**src/rtl/inst_fetch.sv**
```systemverilog
// Instruction fetch: one outstanding imem read, result held until the datapath consumes it.
// Latency: request on the edge after IDLE, instruction registered on rvalid; holds while dp_ready=0.
module inst_fetch #(
    parameter logic [31:0] NOP_INST = 32'h0000_0013
) (
    input  logic        clk,
    input  logic        nrst,
    input  logic [31:0] curr_pc,
    input  logic        flush,
    output logic        imem_ren,
    output logic [31:0] imem_addr,
    input  logic [31:0] imem_rdata,
    input  logic        imem_rvalid,
    output logic        inst_valid,
    output logic [31:0] inst,
    output logic [31:0] inst_pc,
    output logic        fetch_err,
    input  logic        dp_ready,
    output logic        inst_ready,
    output logic [31:0] fetch_cnt
);

    typedef enum logic [1:0] {
        IDLE = 2'd0,
        WAIT = 2'd1,
        HOLD = 2'd2,
        DROP = 2'd3
    } state_t;

    state_t      state_q;
    logic        imem_ren_q;
    logic [31:0] imem_addr_q;
    logic        inst_valid_q;
    logic [31:0] inst_q;
    logic [31:0] inst_pc_q;
    logic        fetch_err_q;
    logic [31:0] fetch_cnt_q;
    logic [31:0] fetch_cnt_d;

    assign fetch_cnt_d = fetch_cnt_q + 32'd1;

    always_ff @(posedge clk or negedge nrst) begin
        if (!nrst) begin
            state_q      <= IDLE;
            imem_ren_q   <= 1'b0;
            imem_addr_q  <= 32'd0;
            inst_valid_q <= 1'b0;
            inst_q       <= 32'd0;
            inst_pc_q    <= 32'd0;
            fetch_err_q  <= 1'b0;
            fetch_cnt_q  <= 32'd0;
        end else begin
            case (state_q)
                IDLE: begin
                    if (!flush) begin
                        if (curr_pc[1:0] == 2'b00) begin
                            imem_addr_q <= curr_pc;
                            imem_ren_q  <= 1'b1;
                            state_q     <= WAIT;
                        end else begin
                            // Misaligned PC never reaches memory; a NOP carries the error flag.
                            inst_q       <= NOP_INST;
                            inst_pc_q    <= curr_pc;
                            fetch_err_q  <= 1'b1;
                            inst_valid_q <= 1'b1;
                            state_q      <= HOLD;
                        end
                    end
                end
                WAIT: begin
                    if (flush) begin
                        // A response coinciding with flush retires the read right here.
                        imem_ren_q <= 1'b0;
                        state_q    <= imem_rvalid ? IDLE : DROP;
                    end else if (imem_rvalid) begin
                        inst_q       <= imem_rdata;
                        inst_pc_q    <= imem_addr_q;
                        fetch_err_q  <= 1'b0;
                        inst_valid_q <= 1'b1;
                        imem_ren_q   <= 1'b0;
                        state_q      <= HOLD;
                    end
                end
                HOLD: begin
                    if (flush) begin
                        inst_valid_q <= 1'b0;
                        fetch_err_q  <= 1'b0;
                        state_q      <= IDLE;
                    end else if (dp_ready) begin
                        inst_valid_q <= 1'b0;
                        fetch_cnt_q  <= fetch_cnt_d;
                        state_q      <= IDLE;
                    end
                end
                DROP: begin
                    if (imem_rvalid) begin
                        state_q <= IDLE;
                    end
                end
                default: state_q <= IDLE;
            endcase
        end
    end

    assign inst_ready = (state_q == HOLD) & dp_ready & ~flush;
    assign imem_ren   = imem_ren_q;
    assign imem_addr  = imem_addr_q;
    assign inst_valid = inst_valid_q;
    assign inst       = inst_q;
    assign inst_pc    = inst_pc_q;
    assign fetch_err  = fetch_err_q;
    assign fetch_cnt  = fetch_cnt_q;

endmodule

```
**config.mk**
```make
export PLATFORM = sky130hd
export DESIGN_NAME = inst_fetch
export DESIGN_NICKNAME = d
export VERILOG_FILES = /design/src/rtl/inst_fetch.sv
export SDC_FILE = /design/constraint.sdc
export NUM_CORES = 1
export LEC_CHECK = 0
export CAP_MARGIN = 30
export CORE_MARGIN = 1
export CORE_UTILIZATION = 41
export DETAILED_ROUTE_END_ITERATION = 12
export PLACE_DENSITY_LB_ADDON = 0.15
export SYNTH_ARGS = -nofsm -noshare
export SYNTH_HDL_FRONTEND = slang
export SYNTH_SLANG_ARGS = --single-unit
```
**constraint.sdc**
```tcl
create_clock -name clk -period 1.9 [get_ports clk]
set_clock_uncertainty 0.2 [all_clocks]
set_input_delay 0.285 -clock clk [delete_from_list [all_inputs] [get_ports clk]]
set_output_delay 0.285 -clock clk [all_outputs]
set_load 0.005 [all_outputs]
```
# Yosys cells after proc, flatten, opt, wreduce, memory -nomap -nowiden
# Cells that the tools add are included.
[word_totals]
register_bits = 133
latch_bits = 0
ram_bits = 0
romBits = 0
input_bits = 69
word_cells = 69
memories = 0
[classes]
add_sub_neg = 1
n_mul = 0
div = 0
magnitude_cmp = 0
n_eq_ne = 12
n_shift = 0
muxes = 34
bitwise_logic = 3
n_reduce_logical = 11
[ops]
columns = ["op", "count"]
rows = [
  ["$mux 32", 8],
  ["$pmux 32 s2", 2],
  ["$add 32x1->32 const B", 1],
  ["$mux 2", 8],
  ["$ne 2x2->1 const B", 7],
  ["$mux 1", 12],
  ["$reduce_and 6->1", 2],
  ["$pmux 2 s4", 1],
  ["$reduce_and 4->1", 2],
  ["$ne 3x3->1 const B", 2],
  ["$pmux 1 s3", 2],
  ["$reduce_and 3->1", 2],
  ["$reduce_and 5->1", 1],
  ["$eq 2x2->1 const B", 2],
  ["$logic_not 2->1", 2],
  ["$reduce_bool 3->1", 1],
  ["$and 1x1->1", 2],
  ["$eq 2x1->1 const B", 1],
  ["$pmux 1 s2", 1],
  ["$reduce_bool 2->1", 1],
  ["$not 1->1", 1],
]

# Logic depth before layout (Yosys ltp)
# Gate-level depths: netlist of the first run.
[depth]
word_depth = 4
mapped_depth = 9
mapped_depth_nobuf = 6

# Least setup slack after synthesis of the first run
# Ideal clock, no wire load.
[synth_path]
kind = "register to register"
start = "register state_q[0]"
end = "register imem_addr_q[10] (netlist: imem_addr[10])"
setup_ns = 0.125
t_arrival_ns = 1.682
required_ns = 1.575
path_slack_ns = -0.107
path_stages_with_launch = 8
period_less_slack_ns = 2.007
path_cell_list = "dfrtp_1 inv_1 ha_1 nor3b_2 nor2b_1 buf_4 buf_6 mux2_2"
[synth_via]
elab_chain_cells = 2
[synth_lines]
columns = ["item", "line", "text"]
rows = [
  ["start: declaration", "30", "state_t state_q;"],
  ["start signal: assignment", "74", "state_q <= imem_rvalid ? IDLE : DROP;"],
  ["$logic_not 2->1", "53", "case (state_q)"],
  ["$reduce_and 3->1 (no line)", "--", ""],
  ["end signal: assignment", "57", "imem_addr_q <= curr_pc;"],
  ["end: declaration", "32", "logic [31:0] imem_addr_q;"],
]
# Every way passes these cells.
# A chain may end at the register's enable or synchronous reset.

# Worst setup path after layout of the first run
[layout_path]
start = "register state_q[0]"
end = "register inst_q[22] (netlist: inst[22])"
[layout_via]
elab_chain_cells = 3
word_cells_on_any_way = 9
classes_between = "eq/ne (5); mux (1); reduce/logical (3)"
[layout_lines]
columns = ["item", "line", "text"]
rows = [
  ["$eq 2x1->1 or $logic_not 2->1 (tied branches)", "53", ""],
  ["$ne 2x2->1 (no line) or $reduce_bool 2->1 (tied branches)", "--", ""],
  ["$reduce_and 5->1 (no line)", "--", ""],
  ["end signal: assignment", "76", "inst_q <= imem_rdata;"],
  ["end: declaration", "34", "logic [31:0] inst_q;"],
]
# Several ways; a longest one is shown, not always the timed one.

==> run_results.csv, run 1 <==
group,metric,value,unit
layout,drive_above_1_share,22.7,%
power_and_ir_drop,p_sw,4.06,mW
yosys,async_reset_ff_share,100,%
power_and_ir_drop,vdd_ir_drop_max,999,µV
yosys,syn_avg_cell_area,11.4,µm²
layout,fin_util,67.8,%
yosys,syn_nets,595,
power_and_ir_drop,p_leak,4.03,nW
detailed_routing,vias_per_cell,5.05,
timing,finalCritPeriodShare,108,%
critical_path,worst_ep_required_time,2.03,ns
layout,stdcell_count,967,
grt,grt_pass1_wl,24000,µm
die,chipWidth,122,µm
timing,period_minus_slack,2.04,ns
power_and_ir_drop,p_sw_share,30.6,%
critical_path,critPathKind,"flip-flop to flip-flop",
timing,max_freq,490,MHz
timing,drv_slew,0,
layout,area_growth,60.6,%
yosys,ys.flop_type,"dfrtp_1",
power_and_ir_drop,seqPwrFrac,33.8,%
die,io-pin-count,201,
clock_network,clockBufferDepth,2,
timing,rsz0062_at_grt,"true",
grt,grt_overflow,0,
yosys,synth_area,5910,µm²
clock_network,clkSlewWorstSetupHoldPaths,0.05,ns
clock_network,cts_tree,"built",
die,die_area,14900,µm²
yosys,synth_top_area_share,56.3,%
placed_design,dpl_worst_slack,-0.238,ns
yosys,synth_edf_count,0,
power_and_ir_drop,p_int,9.22,mW
detailed_routing,dr.pass1.iters,4,
clock_network,cts_sinks,133,
yosys,syn_inst,519,
status,violations,"negative setup slack",
flow_run,maxCapViolations,0,
placed_design,dp_hpwl,10300,µm
critical_path,crit_fanout,12,
clock_network,numCtsBuffers,17,
yosys,synth-seq-cells,133,
placed_design,port_buffers,200,
yosys,synth_area_leaders,"dfrtp_1, mux2_2, mux2i_1",
timing,fin_ws,-0.143,ns
yosys,yosysTopAreaCell,"dfrtp_1",
detailed_routing,drc,0,
yosys,synth.most_common_cell,"dfrtp_1",
placed_design,dp.cells,910,
clock_network,clock_latency,0.41,ns
clock_network,cts_max_level,4,
grt,antenna_found_initial,0,
timing,worst_pin_slew,0.463,ns
status,status,"finished, violations left",
die,die_y,122,µm
timing,timing.hold.ws,0.179,ns
critical_path,crit_path_end_kind,"flip-flop",
yosys,synth_common_cells,"dfrtp_1, nor2_1, nand3_1, inv_1, a21oi_1",
die,core_area,14000,µm²
detailed_routing,ant_nets,0,
power_and_ir_drop,p_comb_share,43.8,%
yosys,synth.distinct_cells,36,
power_and_ir_drop,clkPwrFrac,22.4,%
die,rows,43,
critical_path,reg2regPathDepth,8,
detailed_routing,wl,15600,µm
grt,grt_pass1_vias,4876,
layout,nNetsFinal,851,
power_and_ir_drop,p_per_area,1400,nW/µm²
detailed_routing,drtIter0Drc,194,
critical_path,arrival,2.17,ns
timing,finalHoldViolCount,0,
detailed_routing,routedWlPerCell,16.2,µm
timing,relSlewSlack,68.9,%
detailed_routing,num_vias,4885,
layout,antenna_cells,0,
timing,setup_viol,103,
placed_design,gp_congestion,0.781,
grt,grt_max_degree,66,
critical_path,crit_path_start_kind,"flip-flop",
min_path,hp-class,"primary input to asynchronous set/reset pin",
yosys,synth_seq_area_share,56.3,%
yosys,yosys_warnings,0,
die,start_util,42.2,%
clock_network,cts-root-buf,"clkbuf_16",
grt,grt.total_usage,21.1,%
cells in the final DEF, fill, tap and decap left out, types with 22 or more instances in the layout:
cell             instances
a21oi_1                 32
buf_4                   35
clkdlybuf4s50_1        193
dfrtp_1                123
inv_1                   36
mux2_2                  29
mux2i_1                 33
nand3_1                 32
nor2_1                  37
o21ai_1                 22
xnor2_1                 25
worst paths after layout:
check                                   start            end  slack [ns]
worst max register to register     state_q[0]       inst[22]       -0.14
min in group clk                imem_rdata[1]        inst[1]        0.24
worst min-delay path                     nrst       inst[12]        0.18
worst min register to register  fetch_cnt[31]  fetch_cnt[31]        0.27
worst max-delay path               state_q[0]       inst[22]       -0.14
max in group asynchronous                nrst  fetch_cnt[15]        0.71
cell families after synthesis:
group,share of synthesized area (%)
simple gates,13.2
flops,56.3
compound gates,6.99
buf+inv,5.47
mux,11.9
xor+xnor,4.60
fa+ha+maj,1.48
through the flow:
step                area (µm²)  setup TNS (ns)  total power [mW]
global route              9490          -19.86              14.1
floorplan                 5970           -2.88              6.69
finish                    9490           -9.06              13.3
CTS                       9130           -8.50              13.0
global placement          8440          -18.23              9.52
detailed placement        8440          -21.36              9.70
power groups by stage:
stage          clock network, mW  logic, mW  registers (mW)
4_1_cts                     3.04       5.47            4.48
3_5_place_dp                   0       5.19            4.51
5_1_grt                     3.17       6.29            4.62
2_1_floorplan                  0       2.15            4.53
3_3_place_gp                   0       5.08            4.44
6_report                    2.97       5.82            4.48
registers in the layout, indices dropped and copies added (netlist names):
signal and flops:
inst 32, inst_pc 32, inst_valid 1, imem_ren 1
imem_addr 32, state_q 2, fetch_err 1, fetch_cnt 32
critical path, cell delays in order, from the launching register on:
cell     delay, ns
dfrtp_1       0.39
buf_6         0.14
ha_4          0.16
nor2b_4       0.14
nor4_4        0.34
buf_6         0.23
buf_12        0.15
nand3_1       0.10
o21ai_2       0.11
timing repair:
item,4_1_cts,5_1_grt
pin swaps,4,16
endpoints found under the setup margin,120,129
buffers inserted,10,11
hold buffers,1,0
hold endpoints to repair,115,0
resized for setup,17,56
gates cloned,1,3
layout make-up:
| type | instances | area, µm² |
|---|---|---|
| Fill cell | 1040 | 4500 |
| Tap cell | 180 | 225 |
| Multi-Input combinational cell | 318 | 2470 |
| Timing Repair Buffer | 267 | 2780 |
| Sequential cell | 133 | 3340 |
| Inverter | 38 | 143 |
| Clock buffer | 27 | 483 |
| Clock inverter | 4 | 47.5 |
per-layer routing:
| layer | wire [µm] | vias to the layer above | track usage [%] |
|---|---|---|---|
| met3 | 1150 | 20 | 8.57 |
| met4 | 302 | 0 | 8.18 |
| met2 | 7690 | 138 | 34.1 |
| met1 | 6490 | 2441 | 25.1 |
| met5 | 0 | - | 0 |
| li1 | - | 2286 | - |
(Power assumes the default switching activity.)
==> run 2: changes to the inputs <==
--- a/config.mk
+++ b/config.mk
@@ -6,10 +6,11 @@
 export NUM_CORES = 1
 export LEC_CHECK = 0
 export CAP_MARGIN = 30
-export CORE_MARGIN = 1
+export CORE_MARGIN = 3
 export CORE_UTILIZATION = 41
+export CTS_CLUSTER_SIZE = 30
 export DETAILED_ROUTE_END_ITERATION = 12
-export PLACE_DENSITY_LB_ADDON = 0.15
+export PLACE_DENSITY_LB_ADDON = 0.05
 export SYNTH_ARGS = -nofsm -noshare
 export SYNTH_HDL_FRONTEND = slang
 export SYNTH_SLANG_ARGS = --single-unit
==> run_results.csv, run 2 (synthesized netlist as in run 1, its figures left out) <==
group,metric,value,unit
clock_network,cts_sinks,133,
die,start_util,42.2,%
critical_path,slowest_stage,"dfrtp_1",
die,die_y,126,µm
layout,antenna_cells,0,
critical_path,crit_top_cell,"buf_6",
die,io-pin-count,201,
timing,relSlewSlack,70.7,%
clock_network,cts_tree,"built",
power_and_ir_drop,p_per_area,1450,nW/µm²
detailed_routing,wl,16300,µm
layout,stdcell_count,984,
power_and_ir_drop,p_leak,4.28,nW
critical_path,cp_num_buf_inv,5,
layout,drive_above_1_share,25.1,%
placed_design,port_buffers,200,
power_and_ir_drop,p_total,14.3,mW
grt,grt.total_usage,20.2,%
min_path,hp-class,"primary input to asynchronous set/reset pin",
layout,mostFrequentLayoutCells,"clkdlybuf4s50_1, dfrtp_1, buf_4",
critical_path,worst_ep_required_time,2.03,ns
grt,grt_max_degree,62,
timing,rsz0062_at_grt,"true",
timing,timing.hold.ws,0.165,ns
status,violations,"negative setup slack",
placed_design,dp_hpwl,10900,µm
detailed_routing,dr.pass1.iters,5,
clock_network,clkSlewWorstSetupHoldPaths,0.06,ns
detailed_routing,ant_nets,0,
critical_path,critPathKind,"flip-flop to flip-flop",
layout,design_area,9860,µm²
detailed_routing,routedWlPerCell,16.6,µm
timing,setup_viol,99,
critical_path,crit_fanout,17,
placed_design,dp.cells,917,
die,rows,43,
timing,fin_ws,-0.151,ns
layout,fin_util,70.5,%
flow_run,maxCapViolations,0,
layout,nNetsFinal,867,
critical_path,crit_chain,"buf_6 -> buf_6 -> ha_4 -> nor2b_4 -> nor4_4 -> buf_6 -> buf_12 -> buf_12 -> nor2_1 -> a31oi_1",
layout,nFillCells,1034,
critical_path,crit_path_start_kind,"flip-flop",
grt,grt_pass1_vias,5018,
timing,worst_pin_slew,0.439,ns
clock_network,cts_max_level,4,
detailed_routing,drtIter0Drc,241,
layout,multiInputGateArea,2580,µm²
status,status,"finished, violations left",
clock_network,numCtsBuffers,17,
clock_network,cts-root-buf,"clkbuf_16",
critical_path,cp_top_family,"buffers and inverters",
placed_design,placed_area,8520,µm²
grt,grt_pass1_wl,25900,µm
critical_path,slowest_delay,0.40,ns
timing,finalHoldViolCount,0,
detailed_routing,vias_per_cell,4.94,
layout,area_growth,66.9,%
die,die_area,15900,µm²
timing,max_freq,488,MHz
clock_network,clockBufferDepth,2,
critical_path,arrival,2.18,ns
timing,finalCritPeriodShare,108,%
detailed_routing,drc,0,
clock_network,clock_latency,0.41,ns
power_and_ir_drop,vdd_ir_drop_max,828,µV
grt,grt_overflow,0,
detailed_routing,num_vias,4864,
timing,drv_slew,0,
layout,mostFrequentLayoutCell,"clkdlybuf4s50_1",
layout,ff_latch_area,3340,µm²
die,chipWidth,126,µm
timing,period_minus_slack,2.05,ns
die,core_area,14000,µm²
placed_design,gp_congestion,0.759,
critical_path,crit_path_end_kind,"flip-flop",
grt,antenna_found_initial,0,
==> run 2: final timing paths <==
kind                          startpoint            end  slack [ns]  cells after the start
max reg2reg                   state_q[0]        inst[1]       -0.15                     10
min reg2reg                fetch_cnt[31]  fetch_cnt[31]        0.26                      1
min                                 nrst       inst[11]        0.16                      2
min in group clk           imem_rdata[0]        inst[0]        0.23                      3
max                           state_q[0]        inst[1]       -0.15                     10
max in group asynchronous           nrst   fetch_cnt[5]        0.74                      3
==> run 2: repair_timing <==
action | in CTS | in global routing
gates cloned | 3 | 1
hold buffers | 1 | 0
setup endpoints to repair | 120 | 135
pin swaps | 3 | 15
endpoints found under the hold margin | 94 | 0
gates resized for setup | 47 | 63
buffers inserted | 16 | 16
==> run 2: layout make-up <==
class	instances	share of cell area, %
Timing Repair Buffer	283	29.8
Clock inverter	13	1.82
Multi-Input combinational cell	318	26.1
Inverter	38	1.45
Clock buffer	19	4.60
Sequential cell	133	33.9
Tap cell	180	2.28
==> run 2: routing by layer <==
| metal | up-vias | routed length [µm] | part of all wire, % | global-route usage [%] |
|---|---|---|---|---|
| met5 | - | 0 | 0 | 0 |
| met4 | 0 | 173 | 1.1 | 5.30 |
| met3 | 15 | 1040 | 6.4 | 6.45 |
| met2 | 137 | 8030 | 49 | 33.4 |
| met1 | 2383 | 7070 | 43 | 25.8 |
| li1 | 2329 | - | - | - |
==> run 2: through the flow <==
step                      worst slack (ns)  TNS [ns]
after floorplan                    -0.0479     -2.88
after global placement              -0.203    -17.42
after detailed placement            -0.230    -20.97
after CTS                           -0.133     -8.54
after global routing                -0.230    -18.04
final                               -0.151    -10.43
==> run 2: report_power, final <==
part           internal, mW  total [mW]  switching, mW
sequential             3.83        4.52          0.694
combinational          3.91        6.30           2.39
clock                  2.26        3.49           1.23
total                  10.0        14.3           4.31
